### src/rtl/updown_event_monitor.sv
// updown_event_monitor: classifies up/down counter transitions into queued 6-bit event records; RANGE events need UDMON_RANGE_CHECK_EN
module updown_event_monitor #(
  parameter int CMIN  = 3,
  parameter int CMAX  = 13,
  parameter int DEPTH = 4
) (
  input  logic                       clock,
  input  logic                       reset_n,
  input  logic                       mon_en,
  input  logic                       clear,
  input  logic [3:0]                 count,
  input  logic                       ud,
  input  logic                       load,
  output logic                       ev_valid,
  input  logic                       ev_ready,
  output logic [5:0]                 ev_data,
  output logic [7:0]                 wrap_up_cnt,
  output logic [7:0]                 wrap_dn_cnt,
  output logic [7:0]                 drop_cnt,
  output logic                       ovf,
  output logic [$clog2(DEPTH):0]     ev_level
);
  localparam int AW = $clog2(DEPTH);
  logic [3:0] count_q;
  logic ud_q, load_q, prev_valid;
  logic [AW:0] wr_ptr, rd_ptr, rd_nxt, wr_nxt;
  logic [5:0] mem [DEPTH];
  logic [5:0] ev;
  logic ev_hit, live, up_hit, dn_hit, full, push, pop, drop;
  assign live   = mon_en && prev_valid;
  assign up_hit = live && !load_q && ud_q && count < count_q;
  assign dn_hit = live && !load_q && !ud_q && count > count_q;
  always_comb begin
    ev_hit = 1'b0;
    ev     = {2'b11, count};
    if (live) begin
      if (load_q) ev_hit = 1'b1;
      else if (up_hit) begin
        ev_hit = 1'b1;
        ev     = {2'b00, count};
      end else if (dn_hit) begin
        ev_hit = 1'b1;
        ev     = {2'b01, count};
      end
`ifdef UDMON_RANGE_CHECK_EN
      else if (count < 4'(CMIN) || count > 4'(CMAX)) begin
        ev_hit = 1'b1;
        ev     = {2'b10, count};
      end
`endif
    end
  end
  assign ev_level = wr_ptr - rd_ptr;
  assign ev_valid = ev_level != '0;
  assign full     = ev_level == (AW+1)'(DEPTH);
  assign pop      = ev_valid && ev_ready;
  assign push     = ev_hit && (!full || pop);
  assign drop     = ev_hit && full && !pop;
  assign rd_nxt   = rd_ptr + (AW+1)'(pop);
  assign wr_nxt   = wr_ptr + (AW+1)'(push);
  always_ff @(posedge clock)
    if (push && !clear) mem[wr_ptr[AW-1:0]] <= ev;
  // ev_data is the registered head; a push into an empty slot bypasses the array
  always_ff @(posedge clock or negedge reset_n)
    if (!reset_n) begin
      wr_ptr      <= '0;
      rd_ptr      <= '0;
      ev_data     <= '0;
      wrap_up_cnt <= '0;
      wrap_dn_cnt <= '0;
      drop_cnt    <= '0;
      ovf         <= 1'b0;
      count_q     <= '0;
      ud_q        <= 1'b0;
      load_q      <= 1'b0;
      prev_valid  <= 1'b0;
    end else if (clear) begin
      wr_ptr      <= '0;
      rd_ptr      <= '0;
      wrap_up_cnt <= '0;
      wrap_dn_cnt <= '0;
      drop_cnt    <= '0;
      ovf         <= 1'b0;
      prev_valid  <= 1'b0;
    end else begin
      wr_ptr <= wr_nxt;
      rd_ptr <= rd_nxt;
      if (wr_nxt != rd_nxt) ev_data <= (push && rd_nxt == wr_ptr) ? ev : mem[rd_nxt[AW-1:0]];
      if (up_hit && wrap_up_cnt != 8'hff) wrap_up_cnt <= wrap_up_cnt + 8'd1;
      if (dn_hit && wrap_dn_cnt != 8'hff) wrap_dn_cnt <= wrap_dn_cnt + 8'd1;
      if (drop && drop_cnt != 8'hff) drop_cnt <= drop_cnt + 8'd1;
      if (drop) ovf <= 1'b1;
      if (mon_en) begin
        count_q    <= count;
        ud_q       <= ud;
        load_q     <= load;
        prev_valid <= 1'b1;
      end else prev_valid <= 1'b0;
    end
endmodule
### config.mk
export PLATFORM = sky130hd
export DESIGN_NAME = updown_event_monitor
export DESIGN_NICKNAME = d
export VERILOG_FILES = /design/src/rtl/updown_event_monitor.sv
export SDC_FILE = /design/constraint.sdc
export NUM_CORES = 1
export LEC_CHECK = 0
export BUFFER_PORTS_ARGS = -buffer_cell sky130_fd_sc_hd__buf_2
export CORE_AREA = 4 4 83 85
export CTS_BUF_LIST = sky130_fd_sc_hd__clkbuf_8
export DETAILED_ROUTE_END_ITERATION = 7
export DIE_AREA = 0 0 87 89
export GPL_TIMING_DRIVEN = 0
export PLACE_DENSITY = 0.78
export REMOVE_ABC_BUFFERS = 1
export SLEW_MARGIN = 0
export SYNTH_ARGS = -nofsm -noshare
export SYNTH_HDL_FRONTEND = slang
export SYNTH_SLANG_ARGS = --single-unit
### constraint.sdc
create_clock -name clock -period 4.9 [get_ports clock]
set_clock_uncertainty 0.1 [all_clocks]
set_input_delay 0.49 -clock clock [delete_from_list [all_inputs] [get_ports clock]]
set_output_delay 0.49 -clock clock [all_outputs]
set_load 0.1 [all_outputs]
==> qor.csv <==
metric;value;unit
grt_overflow;0;
status;finished, final reports clean;
synth_top_family_by_area;simple AND/OR/NAND/NOR gates;
portBuffers;45;
path_cells;inv_1, ha_1, fa_1, xnor3_1, or4_4, o211ai_1, inv_1, ha_1, ha_1, xnor2_1, a31oi_1, nor2_1, a21oi_1;
fp.dieH;89;um
synth_flop_cell;dfrtp_1;
critPathKind;flop to flop;
synthToLayoutAreaGrowth;15.6;%
clock_latency;0.34;ns
slowest_stage;a31oi_1;
cts.path.max_buffers;2;
initial_core_util;0.528;
clkSlewWorstSetupHoldPaths;0.07;ns
synth_common_cells;dfrtp_1 (44), nor2_1 (25), edfxtp_1 (24);
synth_mux_area_frac;0.0730;
cts_buffers;9;
maxSlewViolCount;0;
fin_nets;342;
routedWlPerCell;15.4;um
syn-cell-area;0.00327;mm2
crit_fanout;12;
grtUsageTotal;0.178;
rr_endpoint;ev_data[2]$_DFFE_PN0P_;
grt_pass1_wl;10500;um
hold_class;primary input to asynchronous set/reset pin;
regArea;0.00182;mm2
synth_top_area_frac;0.336;
synthXorXnorAreaFrac;0.0684;
syn_area_per_cell;12.1;um2
post-synth-top-count-cell;dfrtp_1;
core_region_area;0.00620;mm2
max-slew-margin-rel;0.143;
fillers;502;
grt_pass1_vias;2178;
cts_setup_buffers;0;
cp-start-kind;flop;
ys_types;47;
fmax;239;MHz
cap_violations;0;
hold_ws;0.205;ns
synthArstFlopShare;0.647;
period_needed;4.18;ns
syn_inst;271;
p_per_area;481;mW/mm2
antenna_found_initial;0;
h-tree-depth;3;
die_area;0.00774;mm2
multi_input_area;0.00138;mm2
hpwl;4300;um
power_leakage;1.70;nW
hold_viol;0;
ant_nets;0;
rrSetupSlack;0.72;ns
setup_violations;0;
seq_area_frac_synth;0.556;
cp-endpoint;ev_data[2]$_DFFE_PN0P_;
path_common_cell;ha_1;
ys_ff_latch;68;
n_antenna_cell;0;
ios;46;
reg2reg_depth;13;
worstSetupStartpoint;wr_ptr[0]$_DFF_PN0_;
worst_pin_slew;1.27;ns
root_buffer;clkbuf_8;
drtIter0Drc;115;
rows;29;
tns;0;ns
synth-simple-area-share;0.148;
grt_max_degree;45;
num_vias;2223;
crit_required;5.07;ns
period_share;0.853;
cp_data_arrival_time;4.35;ns
firstDrtPassIters;4;
cp_slowest_stage_delay;0.79;ns
synth_edf_count;24;
cts.sinks;68;
synth_fa_ha_area_frac;0.0520;
drive_gt1_frac;0.235;
drcViolationCount;0;
die_w;87;um
p_total;1.82;mW
place.gp.congestion;0.783;
rsz0062_at_grt;false;
ys_top_cells_by_area;dfrtp_1 (34%), edfxtp_1 (22%), ha_1 (4.6%);
routed_via_density;5.56;
r2r-start;wr_ptr[0]$_DFF_PN0_;
ys.warnings.count;0;
cp-end-kind;flop;
ir_drop;0.000697;V
yosys.area.top_type;dfrtp_1;
cts_tree;yes;
cts_resized;0;
synth_compound_area_frac;0.0768;
hold_buffers;0;
finalWirelength;6160;um
[critical path, delay by kind of cell, from the launching register on]
family          cells  cell delay, ns
fa+ha+maj           4            1.08
simple gates        2            0.57
buf+inv             2            0.21
compound gates      3            1.17
xor+xnor            2            0.53
flops               1            0.45
[area by class of cell]
class | count | area share
Clock buffer | 10 | 0.0364
Clock inverter | 6 | 0.0212
Inverter | 12 | 0.0119
Multi-Input combinational cell | 181 | 0.363
Sequential cell | 68 | 0.481
Tap cell | 77 | 0.0254
Timing Repair Buffer | 46 | 0.0608
[flip-flops by register name, indices dropped and copies added (netlist names)]
register and count:
wr_ptr 3, load_q 1, count_q 4, wrap_up_cnt 8, ev_data 6, prev_valid 1, mem 24, ud_q 1
rd_ptr 3, ovf 1, drop_cnt 8, wrap_dn_cnt 8
[cells in the final DEF (no fill, tap or decap), drive strengths merged, types with 9 or more instances in the layout]
cell type,count
buf,45
dfrtp,44
nor2,26
edfxtp,24
a21oi,15
inv,14
xor2,13
ha,12
clkbuf,11
nand2,10
xnor2,10
o21ai,10
nand4,9
[worst min path at each step]
stage,startpoint,end,slack [ns],cells after the start
global route,load,load_q$_DFFE_PN0P_,0.27,2
global placement,ovf$_DFFE_PN0P_,ovf$_DFFE_PN0P_,0.39,2
floorplan,reset_n,count_q[0]$_DFFE_PN0P_,0.09,0
detailed placement,count_q[0]$_DFFE_PN0P_,count_q[0]$_DFFE_PN0P_,0.41,1
finish,reset_n,drop_cnt[3]$_DFFE_PN0P_,0.20,1
CTS,reset_n,drop_cnt[3]$_DFFE_PN0P_,0.22,1
[cells by family (layout without fill, tap and decap cells)]
| group | after synthesis | after routing |
|---|---|---|
| simple gates | 88 | 88 |
| flops | 68 | 68 |
| compound gates | 40 | 40 |
| xor+xnor | 24 | 24 |
| buf+inv | 22 | 74 |
| mux | 16 | 16 |
| fa+ha+maj | 13 | 13 |
[metal layers]
layer,global-route usage,wire [um],up-vias
li1,-,-,1083
met1,0.232,2850,1088
met2,0.277,2930,43
met3,0.0424,250,9
met4,0.0935,128,0
met5,0,0,-
[power by group]
group	internal, mW	total (mW)	switching (mW)
logic	0.176	0.671	0.495
registers	0.628	0.649	0.0210
clock network	0.296	0.501	0.205
[through the flow]
step                       util  cell area [um2]  setup WS (ns)  instances
after global routing      0.610             3790          0.347        400
final                     0.610             3790          0.721        400
after detailed placement  0.573             3560          0.717        383
after floorplan               -             3240          0.538        261
after global placement    0.573             3560          0.833        383
after CTS                 0.608             3770          0.729        399
No activity file was read; power rests on OpenSTA's default activity.
